$ cat config.mk
export PLATFORM = sky130hd
export DESIGN_NAME = mem_port_arbiter
export DESIGN_NICKNAME = d
export VERILOG_FILES = /design/src/rtl/mem_port_arbiter_pkg.sv /design/src/rtl/mem_port_arbiter_timeout_ctr.sv /design/src/rtl/mem_port_arbiter.sv
export SDC_FILE = /design/constraint.sdc
export NUM_CORES = 1
export LEC_CHECK = 0
export BUFFER_PORTS_ARGS = -buffer_cell sky130_fd_sc_hd__buf_2
export CAP_MARGIN = 20
export CORE_ASPECT_RATIO = 1.4
export CORE_MARGIN = 3
export CORE_UTILIZATION = 51
export DETAILED_ROUTE_END_ITERATION = 6
export PLACE_DENSITY = 0.86
export SETUP_SLACK_MARGIN = 0.4
export SLEW_MARGIN = 20
export SYNTH_ARGS = -nofsm -noshare
export SYNTH_HDL_FRONTEND = slang
export SYNTH_SLANG_ARGS = --single-unit
$ cat constraint.sdc
create_clock -name clk -period 3.4 [get_ports clk]
set_input_delay 1.02 -clock clk [delete_from_list [all_inputs] [get_ports clk]]
set_output_delay 1.02 -clock clk [all_outputs]
set_load 0.01 [all_outputs]
$ cat src/rtl/mem_port_arbiter_pkg.sv
// Shared CPU memory-port types: arbiter FSM encoding, parameter defaults and
// the sizing helper for the fetch starvation counter.
package mem_port_arbiter_pkg;

   typedef enum logic [1:0] {
      IDLE  = 2'd0,
      IBUSY = 2'd1,
      DBUSY = 2'd2,
      RESP  = 2'd3
   } arb_state_e;

   localparam int unsigned TIMEOUT_DEF    = 16;
   localparam int unsigned STARVE_MAX_DEF = 3;
   localparam int unsigned WAIT_W         = 8;

   // Starvation counter must hold STARVE_MAX and is never narrower than 2 bits.
   function automatic int unsigned starve_width(input int unsigned max_val);
      return ($clog2(max_val + 1) < 2) ? 2 : $clog2(max_val + 1);
   endfunction

endpackage

$ cat src/rtl/mem_port_arbiter_timeout_ctr.sv
// Wait-cycle counter for an outstanding memory access: clear/load/increment,
// term_o flags the LIMIT-th counted cycle so the owner can abort on that edge.
module arb_timeout_ctr #(
   parameter int unsigned W     = 8,
   parameter int unsigned LIMIT = 16
) (
   input  logic         clk,
   input  logic         rst_n,
   input  logic         clr_i,
   input  logic         ld_i,
   input  logic [W-1:0] ld_val_i,
   input  logic         inc_i,
   output logic         term_o
);

   logic [W-1:0] cnt_q, cnt_d;

   always_comb begin
      cnt_d = cnt_q;
      if (clr_i) begin
         cnt_d = '0;
      end else if (ld_i) begin
         cnt_d = ld_val_i;
      end else if (inc_i) begin
         cnt_d = cnt_q + 1'b1;
      end
   end

   always_ff @(posedge clk or negedge rst_n) begin
      if (!rst_n) begin
         cnt_q <= '0;
      end else begin
         cnt_q <= cnt_d;
      end
   end

   assign term_o = inc_i && (cnt_q == W'(LIMIT - 1));

endmodule

$ cat src/rtl/mem_port_arbiter.sv
// Arbitrates fetch and data requests onto one single-port memory: data wins unless
// fetch has lost STARVE_MAX grants in a row; each access ends in a one-cycle RESP.
module mem_port_arbiter
   import mem_port_arbiter_pkg::*;
#(
   parameter int unsigned TIMEOUT    = TIMEOUT_DEF,
   parameter int unsigned STARVE_MAX = STARVE_MAX_DEF
) (
   input  logic        clk,
   input  logic        rst_n,
   input  logic        i_req,
   input  logic [31:0] i_addr,
   input  logic        d_req,
   input  logic        d_flush,
   input  logic        d_we,
   input  logic [31:0] d_addr,
   input  logic [31:0] d_wdata,
   output logic        i_ack,
   output logic        d_ack,
   output logic [31:0] i_rdata,
   output logic [31:0] d_rdata,
   output logic        stall_f,
   output logic        stall_m,
   output logic        mem_req,
   output logic        mem_we,
   output logic [31:0] mem_addr,
   output logic [31:0] mem_wdata,
   input  logic        mem_ack,
   input  logic [31:0] mem_rdata,
   output logic        bus_err
);

   localparam int unsigned   SW         = starve_width(STARVE_MAX);
   localparam logic [SW-1:0] STARVE_LIM = SW'(STARVE_MAX);

   arb_state_e    state_q, state_d;
   logic [SW-1:0] starve_q, starve_d;
   logic          mem_req_q, mem_req_d;
   logic          mem_we_q, mem_we_d;
   logic [31:0]   mem_addr_q, mem_addr_d;
   logic [31:0]   mem_wdata_q, mem_wdata_d;
   logic          i_ack_q, i_ack_d;
   logic          d_ack_q, d_ack_d;
   logic          bus_err_q, bus_err_d;
   logic [31:0]   i_rdata_q, i_rdata_d;
   logic [31:0]   d_rdata_q, d_rdata_d;
   logic          wait_clr, wait_inc, wait_term;
   logic          d_grant, i_grant;

   // A flushed data request is invisible to arbitration, so fetch may take the slot.
   assign d_grant = (state_q == IDLE) && d_req && !d_flush && (!i_req || (starve_q < STARVE_LIM));
   assign i_grant = (state_q == IDLE) && i_req && !d_grant;

   arb_timeout_ctr #(
      .W     (WAIT_W),
      .LIMIT (TIMEOUT)
   ) u_wait_ctr (
      .clk      (clk),
      .rst_n    (rst_n),
      .clr_i    (wait_clr),
      .ld_i     (1'b0),
      .ld_val_i ('0),
      .inc_i    (wait_inc),
      .term_o   (wait_term)
   );

   always_comb begin
      state_d     = state_q;
      starve_d    = starve_q;
      mem_req_d   = mem_req_q;
      mem_we_d    = mem_we_q;
      mem_addr_d  = mem_addr_q;
      mem_wdata_d = mem_wdata_q;
      i_ack_d     = 1'b0;
      d_ack_d     = 1'b0;
      bus_err_d   = 1'b0;
      i_rdata_d   = i_rdata_q;
      d_rdata_d   = d_rdata_q;
      wait_clr    = 1'b0;
      wait_inc    = 1'b0;

      if (!i_req || i_grant) begin
         starve_d = '0;
      end else if (d_grant && (starve_q < STARVE_LIM)) begin
         starve_d = starve_q + 1'b1;
      end

      case (state_q)
         IDLE: begin
            if (d_grant) begin
               state_d     = DBUSY;
               mem_req_d   = 1'b1;
               mem_we_d    = d_we;
               mem_addr_d  = d_addr;
               mem_wdata_d = d_wdata;
               wait_clr    = 1'b1;
            end else if (i_grant) begin
               state_d    = IBUSY;
               mem_req_d  = 1'b1;
               mem_we_d   = 1'b0;
               mem_addr_d = i_addr;
               wait_clr   = 1'b1;
            end
         end
         IBUSY, DBUSY: begin
            wait_inc = 1'b1;
            // A late mem_ack on the terminal cycle still counts as a normal completion.
            if (mem_ack || wait_term) begin
               state_d   = RESP;
               mem_req_d = 1'b0;
               mem_we_d  = 1'b0;
               bus_err_d = ~mem_ack;
               if (state_q == IBUSY) begin
                  i_ack_d = 1'b1;
                  if (mem_ack) i_rdata_d = mem_rdata;
               end else begin
                  d_ack_d = 1'b1;
                  if (mem_ack && !mem_we_q) d_rdata_d = mem_rdata;
               end
            end
         end
         RESP: begin
            state_d = IDLE;
         end
         default: begin
            state_d = IDLE;
         end
      endcase
   end

   always_ff @(posedge clk or negedge rst_n) begin
      if (!rst_n) begin
         state_q     <= IDLE;
         starve_q    <= '0;
         mem_req_q   <= 1'b0;
         mem_we_q    <= 1'b0;
         mem_addr_q  <= 32'h0000_0000;
         mem_wdata_q <= 32'h0000_0000;
         i_ack_q     <= 1'b0;
         d_ack_q     <= 1'b0;
         bus_err_q   <= 1'b0;
         i_rdata_q   <= 32'h0000_0000;
         d_rdata_q   <= 32'h0000_0000;
      end else begin
         state_q     <= state_d;
         starve_q    <= starve_d;
         mem_req_q   <= mem_req_d;
         mem_we_q    <= mem_we_d;
         mem_addr_q  <= mem_addr_d;
         mem_wdata_q <= mem_wdata_d;
         i_ack_q     <= i_ack_d;
         d_ack_q     <= d_ack_d;
         bus_err_q   <= bus_err_d;
         i_rdata_q   <= i_rdata_d;
         d_rdata_q   <= d_rdata_d;
      end
   end

   assign mem_req   = mem_req_q;
   assign mem_we    = mem_we_q;
   assign mem_addr  = mem_addr_q;
   assign mem_wdata = mem_wdata_q;
   assign i_ack     = i_ack_q;
   assign d_ack     = d_ack_q;
   assign bus_err   = bus_err_q;
   assign i_rdata   = i_rdata_q;
   assign d_rdata   = d_rdata_q;
   assign stall_f   = i_req & ~i_ack_q;
   assign stall_m   = d_req & ~d_flush & ~d_ack_q;

endmodule

==> metrics.md, run 1 <==
| Metric | Value |
|---|---|
| Status | `finished clean` |
| Post-DRT Antenna Nets | `0` |
| Layout cells sized above 1 | `47.5%` |
| Final net count | `912` |
| Dominant synthesized flop cell | `dfrtp_1` |
| Slew @ Worst Pin | `0.566 ns` |
| Synth top area share | `61.1%` |
| Max-cap violations | `0` |
| Overflow after GRT | `0` |
| First-pass iteration count of the detailed router | `4` |
| Cell mode on critical path | `buf_2` |
| Area leader, netlist | `dfrtp_1` |
| Final Hold Viols | `0` |
| # hold bufs at CTS | `0` |
| H-tree depth | `4` |
| Starting Density | `52.4%` |
| RSZ-0062 raised after global routing | `no` |
| Setup Viol. Count Final | `0` |
| CP arrival | `1.50 ns` |
| Most frequent cell after synthesis | `dfrtp_1` |
| Part of the cycle the worst path needs | `74.3%` |
| Gr busiest metal | `met2` |
| DR iter-0 viols | `146` |
| Unique masters post-synth | `36` |
| Met2 usage | `49.6%` |
| Core box area | `11300 sq um` |
| Synth cell count leaders | `dfrtp_1 (145), nand2_1 (136), mux2_2 (56), mux2i_1 (33), o21ai_0 (33)` |
| CTS clk-pin slew, worst paths | `0.06 ns` |
| Layout area overhead | `35.3%` |
| Fmax achieved | `396 MHz` |
| Sink Count | `145` |
| Synth Instances | `504` |
| Routed len/inst | `17.9 microns` |
| Fraction of registers with async set/reset | `100%` |
| Post-Synthesis Cell Area | `5940 sq um` |
| Die Wd | `97.2 microns` |
| Post-cts resize count | `0` |
| Cell area after layout | `8030 sq um` |
| Worst setup path class | `input port to output port` |
| CP cell instances | `buf_2 > nand2b_1 > nor2_1 > buf_2` |
| Syn_nets | `644` |
| # DRC | `0` |
| Worst Path Buf+Inv | `2` |
| Setup TNS | `0 ns` |
| Pleak | `4.30 nW` |
| Post-Place Cell Area | `7420 sq um` |
| Tot GR Track Use | `25.8%` |
| Vias in the first global route | `5248` |
| Root buffer cell | `clkbuf_16` |
| Num CTS Buffers | `17` |
| Post-DP HPWL | `12100 microns` |
| FP Rows | `46` |
| Die H | `134 microns` |
| Max VDD drop | `0.000523 V` |
| Crit path max-delay family | `buffers and inverters` |
| Met3 usage | `5.87%` |
| Filler Cells Inserted | `792` |
| GR Layer Usage met1 | `26.1%` |
| Synthesis Warnings | `0` |
| PortBufs | `269` |
| Clock Latency Late Sink | `0.40 ns` |
| IO Pins | `270` |
| PD cells | `993 nW/um^2` |
| Crit Path Max Fanout | `2` |
| Fin. max-slew vios | `0` |
| Total chip power | `7.98 mW` |
| Hold Crit Class | `register to register` |
| CP required | `2.38 ns` |
| Mapped Avg Cell Area | `11.8 sq um` |
| Post-CTS setup repair buffer count | `0` |
| Placer Congestion | `0.916` |
| Yosys reg bits | `145` |
| Fin crit period | `2.52 ns` |
| Setup crit end kind | `output port` |
| Post-synth EDFFs | `0` |
| Antenna violations before repair | `2` |
| Top cells by area, synth | `dfrtp_1 (61%), mux2_2 (11%), nand2_1 (8.6%)` |
| Largest net degree at the start of global routing | `98` |
| CP max stage delay | `0.15 ns` |
| Post-synthesis sequential area ratio | `61.1%` |
| Global-route wire length before repair | `26500 microns` |
| Rel. slew slack | `62.3%` |
| Die area | `13000 sq um` |
| Vias | `4864` |
| Worst Skew | `0.00787 ns` |
| Drt total wl | `16700 microns` |
| Slowest-stage cell, CP | `nand2b_1` |
| Max Root-Sink Buffers | `2` |
| CTS tree | `done` |
| Startpoint class of the critical path | `input port` |
| Via density | `5.23` |
where the power goes:
part	internal, mW	switching [mW]
combinational	1.41	1.65
sequential	2.55	0.456
clock	1.13	0.772
path summary, 6_finish.rpt:
kind | startpoint | endpoint | slack, ns | depth (start not counted)
min | mem_wdata[8]$_DFFE_PN0P_ | mem_wdata[8]$_DFFE_PN0P_ | 0.47 | 2
max | d_flush | stall_m | 0.88 | 4
min in group asynchronous | rst_n | d_rdata[10]$_DFFE_PN0P_ | 0.58 | 1
min reg2reg | mem_wdata[8]$_DFFE_PN0P_ | mem_wdata[8]$_DFFE_PN0P_ | 0.47 | 2
max in group asynchronous | rst_n | mem_wdata[30]$_DFFE_PN0P_ | 1.99 | 2
max reg2reg | state_q[0]$_DFFE_PN0P_ | d_rdata[24]$_DFFE_PN0P_ | 1.08 | 5
registers in the layout, summed over array words and instances, names as in the netlist, 2 cells and up:
signal and flops:
d_rdata 32, starve_q 2, u_wait_ctr.cnt_q 8, i_rdata 32, mem_addr 32, state_q 2
mem_wdata 32
logic make-up (layout without fill, tap and decap cells):
family	Yosys count	after routing	synth area share (%)
AND/OR/NAND/NOR	175	175	12.4
flip-flops	145	145	61.1
multiplexers	97	97	17.7
AO/OA/AOI/OAI	44	44	4.22
buffers and inverters	31	312	2.49
XOR/XNOR	7	7	1.03
adder cells (fa/ha/maj)	5	5	1.05
other	0	1	0
worst register-to-register path, cell delays in order (launching register included):
cell and delay (ns):
dfrtp_1 0.41, inv_1 0.10, ha_1 0.57, and4bb_1 0.30, buf_4 0.41, mux2_2 0.41
layout make-up:
| type | count | area (sq um) | share of cell area, % |
|---|---|---|---|
| clock inverter | 14 | 169 | 2.10 |
| clock buffer | 18 | 439 | 5.47 |
| sequential | 145 | 3630 | 45.2 |
| timing repair buffer | 277 | 1440 | 17.9 |
| antenna | 1 | 2.50 | 0.0312 |
| tap | 144 | 180 | 2.24 |
| inverter | 3 | 11.3 | 0.140 |
| multi-input combinational | 328 | 2160 | 26.9 |
layout by cell type, fill, tap and decap left out, drive strengths merged, types with 2 or more instances in the layout:
cell / Yosys / routed
mux2: 64 / 64
bufinv: 0 / 2
nand4: 2 / 2
dfrtp: 145 / 145
nor2b: 9 / 9
o21ai: 35 / 35
a21oi: 2 / 2
a211oi: 2 / 2
nand2: 136 / 136
clkinv: 0 / 3
xnor2: 4 / 4
nor3b: 2 / 2
mux2i: 33 / 33
xor2: 3 / 3
nor2: 16 / 16
nor3: 3 / 3
clkbuf: 10 / 18
nand2b: 2 / 2
inv: 3 / 11
buf: 18 / 277
ha: 5 / 5
stage by stage:
stage | util (%) | hold WS [ns] | worst slack, ns | std cells
2_1_floorplan | - | 0.511 | 1.01 | 504
5_1_grt | 70.8 | 0.504 | 0.805 | 930
4_1_cts | 70.8 | 0.476 | 0.878 | 929
6_report | 70.8 | 0.473 | 0.875 | 930
3_5_place_dp | 65.5 | 0.462 | 0.880 | 897
3_3_place_gp | 65.5 | 0.454 | 0.882 | 897
routing by layer:
| layer | routed length [microns] | vias to the layer above |
|---|---|---|
| met1 | 5660 | 2401 |
| met3 | 838 | 40 |
| li1 | - | 2222 |
| met2 | 9640 | 199 |
| met4 | 512 | 2 |
| met5 | 13 | - |
Power figures use the tool's default switching activity.
==> run 2, diff against run 1 <==
--- a/config.mk
+++ b/config.mk
@@ -9,9 +9,9 @@
 export CAP_MARGIN = 20
 export CORE_ASPECT_RATIO = 1.4
 export CORE_MARGIN = 3
-export CORE_UTILIZATION = 51
+export CORE_UTILIZATION = 42
 export DETAILED_ROUTE_END_ITERATION = 6
-export PLACE_DENSITY = 0.86
+export PLACE_DENSITY = 0.76
 export SETUP_SLACK_MARGIN = 0.4
 export SLEW_MARGIN = 20
 export SYNTH_ARGS = -nofsm -noshare
==> constraint.sdc (replaced) <==
create_clock -name clk -period 2.1 [get_ports clk]
set_input_delay 0.63 -clock clk [delete_from_list [all_inputs] [get_ports clk]]
set_output_delay 0.63 -clock clk [all_outputs]
set_load 0.01 [all_outputs]
==> run 2 against run 1 <==
Via count down 2.3%. Die area rose by 20%. Clock skew increased by 0.0035 ns. Core utilization fell by 8.9 points. Critical endpoint is now d_rdata[20]$_DFFE_PN0P_.
==> metrics.md, run 2 (synthesis results as in run 1) <==
| Metric | Value |
|---|---|
| Hold_ws | `0.149 ns (-0.325 ns)` |
| PortBufs | `269 (unchanged)` |
| Die Wd | `106 microns (+9.6%)` |
| Max VDD drop | `0.000674 V (+29%)` |
| Max Root-Sink Buffers | `2 (unchanged)` |
| CP required | `2.38 ns (about the same)` |
| DR iter-0 viols | `227 (+55%)` |
| Reg-to-reg slack, setup | `0.36 ns (-0.72 ns)` |
| Part of the cycle the worst path needs | `82.9%` |
| Place WS | `0.212 ns (-0.667 ns)` |
| Antenna violations before repair | `0 (-2)` |
| Final net count | `927 (+1.6%)` |
| Max-cap violations | `0 (unchanged)` |
| Die area | `15600 sq um (+20%)` |
| # DRC | `0 (unchanged)` |
| Fmax achieved | `574 MHz` |
| Fin cells | `982 (+5.6%)` |
| Rel. slew slack | `70.7% (+8.4 points)` |
| IO Pins | `270 (unchanged)` |
| RSZ-0062 raised after global routing | `yes` |
| CP arrival | `2.03 ns (+0.53 ns)` |
| Setup Viol. Count Final | `0 (unchanged)` |
| Pleak | `4.46 nW (+3.7%)` |
| CTS tree | `done` |
| Root buffer cell | `clkbuf_16` |
| Largest net degree at the start of global routing | `78 (-20%)` |
| R2R Path Start | `state_q[0]$_DFFE_PN0P_` |
| Post-DRT Antenna Nets | `0 (unchanged)` |
| Fin. max-slew vios | `0 (unchanged)` |
| Core box area | `13600 sq um (+20%)` |
| Overflow after GRT | `0 (unchanged)` |
| Layout area overhead | `41.7%` |
| DP Cell Count | `941 (+4.9%)` |
| Startpoint class of the critical path | `register` |
| First-pass iteration count of the detailed router | `4 (unchanged)` |
| Commonest non-fill, non-tap cell in the layout | `buf_2` |
| Layout cells sized above 1 | `50.5% (+3.0 points)` |
| Vias in the first global route | `4992 (-4.9%)` |
| Worst Skew | `0.0114 ns (+0.00352 ns)` |
| PD cells | `1590 nW/um^2 (+60%)` |
| Worst Reg-to-Reg Cells | `6 (+1)` |
| Clock Latency Late Sink | `0.41 ns (about the same)` |
| Ant diodes | `0 (-1)` |
| FP Rows | `50 (+8.7%)` |
| Status | `finished clean` |
| Global-route wire length before repair | `26000 microns (-1.9%)` |
| Routed len/inst | `16.7 microns (-6.7%)` |
| Sink Count | `145 (unchanged)` |
| Worst Setup Slack, final | `0.358 ns (-0.517 ns)` |
| Crit Path Max Fanout | `8 (+6)` |
| Hold Crit Class | `input port to async pin` |
| Vias | `4752 (-2.3%)` |
| Fin crit period | `1.74 ns` |
| Reg-to-reg critical path endpoint | `d_rdata[20]$_DFFE_PN0P_` |
| Final Hold Viols | `0 (unchanged)` |
| H-tree depth | `4 (unchanged)` |
| Drt total wl | `16400 microns (-1.5%)` |
| Num CTS Buffers | `17 (unchanged)` |
| Register area | `3630 sq um (unchanged)` |
| Via density | `4.84 (-7.5%)` |
| Tot GR Track Use | `21.1% (-4.6 points)` |
| Most frequent cells in the layout | `buf_2 (265), dfrtp_1 (145), nand2_1 (135)` |
| Filler Cells Inserted | `1110 (+40%)` |
| Setup TNS | `0 ns (unchanged)` |
| Placer Congestion | `0.860 (-6.2%)` |
| Starting Density | `43.7% (-8.6 points)` |
| Post-DP HPWL | `11900 microns (-2.2%)` |
| Worst setup path class | `register to register` |
| Slew @ Worst Pin | `0.440 ns (-0.126 ns)` |
| # hold bufs at CTS | `0 (unchanged)` |
| Area of the multi-input gates | `2300 sq um (+6.4%)` |
| Setup crit end kind | `register` |
| Die H | `147 microns (+9.7%)` |
| CTS clk-pin slew, worst paths | `0.06 ns (about the same)` |
run 2: worst max-delay path by stage:
| stage | startpoint | to | slack, ns | cells past startpoint |
|---|---|---|---|---|
| 2_1_floorplan | state_q[0]$_DFFE_PN0P_ | d_rdata[22]$_DFFE_PN0P_ | 0.36 | 6 |
| 3_3_place_gp | d_flush | stall_m | 0.22 | 4 |
| 3_5_place_dp | d_flush | stall_m | 0.21 | 4 |
| 4_1_cts | d_flush | stall_m | 0.35 | 4 |
| 5_1_grt | state_q[0]$_DFFE_PN0P_ | u_wait_ctr.cnt_q[7]$_DFFE_PN0P_ | 0.30 | 7 |
| 6_report | state_q[0]$_DFFE_PN0P_ | d_rdata[20]$_DFFE_PN0P_ | 0.36 | 6 |
run 2: critical path, stage by stage (launching register included):
cell      delay (ns)
dfrtp_1         0.40
inv_2           0.07
ha_4            0.28
and4bb_4        0.31
buf_6           0.13
buf_16          0.14
mux2_4          0.30
run 2: routing by layer:
layer	global-route usage [%]	wire [microns]
met1	24.4	6320
met2	37.3	8620
met3	4.20	794
met4	10.0	683
met5	0	0
run 2: through the flow:
step	utilization, %	cell area, sq um	total power, mW
finish	62.0	8410	13.3
global route	62.0	8410	14.2
CTS	61.5	8350	13.4
detailed placement	55.8	7570	9.89
global placement	55.8	7570	9.70
floorplan	-	5940	7.70
run 2: area by class of cell:
type | instances | share of cell area [%]
clock buffer | 19 | 5.27
clock inverter | 13 | 1.52
inverter | 3 | 0.134
multi-input combinational | 328 | 27.4
sequential | 145 | 43.1
tap | 182 | 2.71
timing repair buffer | 292 | 19.9
run 2: what timing repair did:
action	4_1_cts	5_1_grt
gates cloned	2	0
setup buffers	5	2
endpoints found under the setup margin	73	51
resized for setup	29	11
pin swaps	2	3
run 2: where the power goes:
group / switching [mW] / internal [mW] / total, mW
Sequential: 0.684 / 4.13 / 4.81
Clock: 1.21 / 1.69 / 2.90
Combinational: 2.77 / 2.85 / 5.63
Total: 4.67 / 8.67 / 13.3
